<file path="config.mk">
export PLATFORM = sky130hd
export DESIGN_NAME = mem_load_unit
export DESIGN_NICKNAME = d
export VERILOG_FILES = /design/src/rtl/riscv_types.sv /design/src/rtl/load_align_ext.sv /design/src/rtl/mem_load_unit.sv
export SDC_FILE = /design/constraint.sdc
export NUM_CORES = 1
export LEC_CHECK = 0
export CAP_MARGIN = 40
export CORE_ASPECT_RATIO = 1.75
export CORE_UTILIZATION = 40
export CTS_BUF_LIST = sky130_fd_sc_hd__clkbuf_4 sky130_fd_sc_hd__clkbuf_8 sky130_fd_sc_hd__clkbuf_16
export DETAILED_ROUTE_END_ITERATION = 12
export DONT_BUFFER_PORTS = 1
export SYNTH_ARGS = -nofsm -noshare
export SYNTH_HDL_FRONTEND = slang
export SYNTH_SLANG_ARGS = --single-unit
</file>
<file path="constraint.sdc">
create_clock -name clk -period 2.02 [get_ports clk]
set_input_delay 0.101 -clock clk [delete_from_list [all_inputs] [get_ports clk]]
set_output_delay 0.101 -clock clk [all_outputs]
set_load 0.02 [all_outputs]
</file>
<file path="src/rtl/riscv_types.sv">
// Shared types for the load path: load-width encodings and the load-unit
// FSM states. The atomic unit reuses load_t through load_align_ext.
package riscv_types;

    typedef enum logic [2:0] {
        LOAD_BYTE   = 3'b000,
        LOAD_HALF   = 3'b001,
        LOAD_WORD   = 3'b010,
        LOAD_BYTE_U = 3'b100,
        LOAD_HALF_U = 3'b101
    } load_t;

    typedef enum logic [1:0] {
        LD_IDLE,
        LD_BUSY,
        LD_DONE,
        LD_DRAIN
    } ld_state_t;

    // True when the access cannot be served by one word-aligned read.
    function automatic logic load_is_misaligned(input logic [2:0] fun3, input logic [1:0] lane);
        logic mis;
        case (fun3)
            LOAD_BYTE, LOAD_BYTE_U: mis = 1'b0;
            LOAD_HALF, LOAD_HALF_U: mis = lane[0];
            default:                mis = |lane;   // LW and the unused encodings
        endcase
        return mis;
    endfunction

endpackage

</file>
<file path="src/rtl/load_align_ext.sv">
// Lane select and sign/zero extension of a load result from a bus word.
module load_align_ext
    import riscv_types::*;
(
    input  logic [2:0]  fun3,
    input  logic [1:0]  lane,
    input  logic [31:0] word,
    output logic [31:0] result
);

    logic [7:0]  byte_sel;
    logic [15:0] half_sel;

    // Pick the addressed byte/halfword, then extend according to the load type.
    always_comb begin
        byte_sel = word[8*lane +: 8];
        half_sel = word[16*lane[1] +: 16];
        case (fun3)
            LOAD_BYTE:   result = {{24{byte_sel[7]}}, byte_sel};
            LOAD_BYTE_U: result = {24'h0, byte_sel};
            LOAD_HALF:   result = {{16{half_sel[15]}}, half_sel};
            LOAD_HALF_U: result = {16'h0, half_sel};
            default:     result = word;   // 011/110/111 behave as LW
        endcase
    end

endmodule

</file>
<file path="src/rtl/mem_load_unit.sv">
// MEM-stage load client: alignment check, word read with req/ack handshake,
// extraction of the loaded value and misaligned/access-fault reporting.
//
// state    | meaning
// LD_IDLE  | no load in flight; accepts a request
// LD_BUSY  | bus read outstanding, result wanted
// LD_DONE  | result valid on data_o/rd_o for one cycle; accepts a request
// LD_DRAIN | load flushed, waiting for the ack so the request can drop
module mem_load_unit
    import riscv_types::*;
#(
    parameter int TIMEOUT_CYCLES = 255
) (
    input  logic        clk,
    input  logic        reset,
    input  logic        req_i,
    input  logic [31:0] addr_i,
    input  logic [2:0]  fun3_i,
    input  logic [4:0]  rd_i,
    input  logic        flush_i,
    output logic        rd_req_o,
    output logic [31:0] rd_addr_o,
    input  logic        rd_ack_i,
    input  logic [31:0] rd_data_i,
    input  logic        rd_err_i,
    output logic        stall_o,
    output logic        done_o,
    output logic [31:0] data_o,
    output logic [4:0]  rd_o,
    output logic        load_misaligned_o,
    output logic        access_fault_o
);

    localparam int CNT_W = (TIMEOUT_CYCLES > 0) ? $clog2(TIMEOUT_CYCLES + 1) : 1;
    localparam logic [CNT_W-1:0] TMO_MAX  = CNT_W'(TIMEOUT_CYCLES);
    // Last BUSY/DRAIN cycle before giving up: counter value seen in that cycle.
    localparam logic [CNT_W-1:0] TMO_LAST = CNT_W'((TIMEOUT_CYCLES > 0) ? TIMEOUT_CYCLES - 1 : 0);
    localparam logic TMO_EN = (TIMEOUT_CYCLES > 0);

    ld_state_t        state_q, state_d;
    logic [CNT_W-1:0] cnt_q, cnt_d, cnt_step;
    logic [31:0]      addr_q;
    logic [2:0]       fun3_q;
    logic [4:0]       rd_q;
    logic             accept, misal_d, fault_d, complete, tmo_hit;
    logic [31:0]      ext_data;

    load_align_ext u_align (
        .fun3   (fun3_q),
        .lane   (addr_q[1:0]),
        .word   (rd_data_i),
        .result (ext_data)
    );

    assign cnt_step = (cnt_q == TMO_MAX) ? cnt_q : cnt_q + 1'b1;
    assign tmo_hit  = TMO_EN && (cnt_q >= TMO_LAST);

    // Next-state, timeout counter and event decode.
    always_comb begin
        state_d  = state_q;
        cnt_d    = cnt_q;
        accept   = 1'b0;
        misal_d  = 1'b0;
        fault_d  = 1'b0;
        complete = 1'b0;
        stall_o  = 1'b0;
        case (state_q)
            LD_IDLE, LD_DONE: begin
                state_d = LD_IDLE;
                if (req_i && !flush_i) begin
                    accept = 1'b1;
                    if (load_is_misaligned(fun3_i, addr_i[1:0])) begin
                        misal_d = 1'b1;
                    end else begin
                        state_d = LD_BUSY;
                        cnt_d   = '0;
                        stall_o = 1'b1;
                    end
                end
            end
            LD_BUSY: begin
                stall_o = 1'b1;
                if (rd_ack_i) begin
                    state_d = LD_IDLE;
                    if (!flush_i) begin
                        if (rd_err_i) begin
                            fault_d = 1'b1;
                        end else begin
                            complete = 1'b1;
                            state_d  = LD_DONE;
                        end
                    end
                end else if (flush_i) begin
                    state_d = LD_DRAIN;
                    cnt_d   = TMO_EN ? cnt_step : cnt_q;
                end else if (tmo_hit) begin
                    state_d = LD_IDLE;
                    fault_d = 1'b1;
                end else begin
                    cnt_d = TMO_EN ? cnt_step : cnt_q;
                end
            end
            LD_DRAIN: begin
                stall_o = 1'b1;
                // A flushed load never reports anything, even on timeout.
                if (rd_ack_i || tmo_hit) begin
                    state_d = LD_IDLE;
                end else begin
                    cnt_d = TMO_EN ? cnt_step : cnt_q;
                end
            end
            default: state_d = LD_IDLE;
        endcase
    end

    // State, counter and captured request fields.
    always_ff @(posedge clk) begin
        if (reset) begin
            state_q <= LD_IDLE;
            cnt_q   <= '0;
            addr_q  <= '0;
            fun3_q  <= '0;
            rd_q    <= '0;
        end else begin
            state_q <= state_d;
            cnt_q   <= cnt_d;
            if (accept) begin
                addr_q <= addr_i;
                fun3_q <= fun3_i;
                rd_q   <= rd_i;
            end
        end
    end

    // Registered result and one-cycle exception pulses.
    always_ff @(posedge clk) begin
        if (reset) begin
            data_o            <= '0;
            rd_o              <= '0;
            load_misaligned_o <= 1'b0;
            access_fault_o    <= 1'b0;
        end else begin
            if (complete) begin
                data_o <= ext_data;
                rd_o   <= rd_q;
            end
            load_misaligned_o <= misal_d;
            access_fault_o    <= fault_d;
        end
    end

    assign rd_req_o  = (state_q == LD_BUSY) || (state_q == LD_DRAIN);
    assign rd_addr_o = {addr_q[31:2], 2'b00};
    assign done_o    = (state_q == LD_DONE);

endmodule

</file>
==> results.sh <==
export IMPL_synth_area_per_cell_um2=7.78
export IMPL_synth_top_family_by_area="compound AO/OA/AOI/OAI gates"
export IMPL_netlist_instances=527
export IMPL_status="completed"
export IMPL_relSlewSlack=0.599
export IMPL_gp_congestion=0.870
export IMPL_rsz0062_at_grt="false"
export IMPL_synthFlopType="dfxtp_1"
export IMPL_wirelength_mm=11.3
export IMPL_cts_buffers=9
export IMPL_final_common_cell="nand2_1"
export IMPL_grt_pass1_wl_mm=17.3
export IMPL_antenna_found_initial=0
export IMPL_drt_pass1_iterations=4
export IMPL_drc_errors=0
export IMPL_hp_class="primary input to flop"
export IMPL_tightest_slew_ns=0.596
export IMPL_cts_root_to_sink_buffers=2
export IMPL_synth_cell_types=47
export IMPL_r2r_cells=7
export IMPL_fp_row_count=48
export IMPL_skew_ns=0.00465
export IMPL_antenna_cells=0
export IMPL_final_nets=626
export IMPL_drt_iter0_markers=114
export IMPL_post_drt_wl_per_cell_um=16.8
export IMPL_cap_viol_max_count=0
export IMPL_synth_area_leaders="dfxtp_1 (43%), nand2_1 (12%), a21oi_1 (7.4%)"
export IMPL_slowest_stage="a2111oi_0"
export IMPL_max_stage_delay_ns=0.55
export IMPL_postRouteAntennaNets=0
export IMPL_yosys_area_share_simple=0.210
export IMPL_critical_path_reg2reg_startpoint="cnt_q[0]$_SDFFE_PP0P_"
export IMPL_cts_setup_buffers=0
export IMPL_mostFrequentLayoutCells="nand2_1 (130), dfxtp_1 (89), a21oi_1 (61)"
export IMPL_fill_cells=969
export IMPL_detailroute_via_count=3640
export IMPL_fin_crit_sh=0.898
export IMPL_cts_resized_gates=0
export IMPL_yosys_area_share_adder=0.00610
export IMPL_synth_top_cell_by_area="dfxtp_1"
export IMPL_synth_area_mux_share=0.0156
export IMPL_criticalPathCategory="flop to flop"
export IMPL_synth_seq_cells=89
export IMPL_hold_end="data_o[3]$_SDFFE_PP0P_"
export IMPL_via_per_inst=5.38
export IMPL_cts_sinks=89
export IMPL_ir_drop_v=0.000451
export IMPL_synth_top_area_share=0.434
export IMPL_portBuffers=0
export IMPL_yosysWarnings=0
export IMPL_fin_util=0.497
export IMPL_cts_root_buffer="clkbuf_16"
export IMPL_grt_ovfl_total=0
export IMPL_first_global_vias=3508
export IMPL_synth_edf_count=0
export IMPL_critPathCaptureType="flop"
export IMPL_clock_latency_ns=0.33
export IMPL_synth_compound_gate_area_share=0.224
export IMPL_slew_violations=0
export IMPL_fmax_mhz=552
export IMPL_seqCellArea_um2=1780
export IMPL_track_usage=0.211
export IMPL_async_flop_share=0
export IMPL_worst_ep_arrival_time_ns=2.04
export IMPL_synth_area_um2=4100
export IMPL_setup_viol=0
export IMPL_timing_setup_tns_ns=0
export IMPL_start_kind="flop"
export IMPL_dieArea_um2=10700
export IMPL_drive_gt1_frac=0.0762
export IMPL_clk_pin_slew_ns=0.06
export IMPL_grt_max_degree=82
export IMPL_hold_violations=0
export IMPL_fp_dieW_um=78.6
export IMPL_total_power_w=0.00394
export IMPL_htreeDepth=3
export IMPL_power_density_nw_per_um2=801
export IMPL_r2r_slack_ns=0.21
export IMPL_multi_input_area_um2=1890
export IMPL_stdcell_area_um2=4920
export IMPL_holdPathStages=2
export IMPL_hp_start="rd_data_i[3]"
export IMPL_dp_hpwl_mm=7.76
export IMPL_synth_xor_area_frac=0.00213
export IMPL_layout_min_cycle_time_ns=1.81
export IMPL_core_area_um2=9910
export IMPL_io_pin_count=152
export IMPL_start_util=0.414
export IMPL_dpl_cell_area_um2=4010
export IMPL_path_cells="inv_1 > ha_1 > nor2_1 > o21bai_1 > a2111oi_0 > nand2b_1 > a21oi_1"
export IMPL_p_leak_nw=1.73
export IMPL_required_ns=2.25
export IMPL_worst_r2r_endpoint="cnt_q[7]$_SDFFE_PP0P_"
export IMPL_area_growth_pct=20.0
export IMPL_ys_seq_area_frac=0.434
export IMPL_whs_ns=0.0154
export IMPL_fp_dieH_um=136
export IMPL_cp_max_fo=5
export IMPL_cts_tree="done"
export IMPL_cts_hold_repair_buffers=59
Yosys cell counts, types with 6 or more instances:
cell,instances
buf_4,32
dfxtp_1,89
a211oi_1,24
a22oi_1,8
inv_1,12
o21bai_1,6
o21ai_0,14
nor3_1,10
nand3_1,6
a21oi_1,61
nand2_1,130
nor2b_1,6
clkbuf_1,30
o211ai_1,8
nor2_1,38
logic make-up (layout without fill, tap and decap cells):
logic type | Yosys count | after routing
other | 1 | 2
and+or+nand+nor | 206 | 206
xor gates and xnor gates | 1 | 1
AOI/OAI and AO/OA | 142 | 142
buffers and inverters | 81 | 104
muxes | 5 | 5
DFF | 89 | 89
adders and majority gates | 2 | 2
worst max-delay path, delay by kind of cell (launching register included):
kind / cells / cell delay, ns
flops: 1 / 0.40
fa+ha+maj: 1 / 0.20
simple gates: 2 / 0.31
compound gates: 3 / 0.72
buf+inv: 1 / 0.07
worst max path at each step:
stage,from,end,slack (ns),cells past startpoint
finish,cnt_q[0]$_SDFFE_PP0P_,cnt_q[7]$_SDFFE_PP0P_,0.21,7
global placement,cnt_q[0]$_SDFFE_PP0P_,cnt_q[5]$_SDFFE_PP0P_,0.31,7
global route,cnt_q[0]$_SDFFE_PP0P_,cnt_q[7]$_SDFFE_PP0P_,0.003,7
detailed placement,addr_q[1]$_SDFFE_PP0P_,data_o[2]$_SDFFE_PP0P_,0.23,5
CTS,addr_q[1]$_SDFFE_PP0P_,data_o[2]$_SDFFE_PP0P_,0.23,5
floorplan,addr_q[1]$_SDFFE_PP0P_,data_o[21]$_SDFFE_PP0P_,0.24,7
final cells by class:
type,count,share of cell area
clock inverters,6,0.0135
multi-input cells,358,0.384
repair buffers,75,0.150
inverters,13,0.00991
well taps,125,0.0318
flip-flops and latches,89,0.362
clock buffers,10,0.0486
through the flow:
stage | instances | setup WS, ns
after floorplan | 528 | 0.242
after global placement | 601 | 0.307
after detailed placement | 601 | 0.232
after CTS | 676 | 0.230
after global routing | 676 | 0.00304
final | 676 | 0.207
flip-flops by register name (all words and copies together), names as in the netlist:
signal             flops
state_q                2
rd_q                   5
data_o                32
cnt_q                  8
addr_q                32
fun3_q                 3
access_fault_o         1
rd_o                   5
load_misaligned_o      1
report_power, final:
part	switching [W]	internal, W	leakage (nW)
registers	0.0000823	0.00180	0.722
logic	0.000190	0.000174	0.871
clock network	0.000697	0.000994	0.141
total	0.000970	0.00297	1.73
layer usage:
metal	GRT usage	vias to the layer above	wire, µm
met5	0	-	0
met4	0.106	0	390
met3	0.0718	26	988
met2	0.386	159	5850
met1	0.206	1656	4110
li1	-	1799	-
Power figures use the tool's default switching activity.
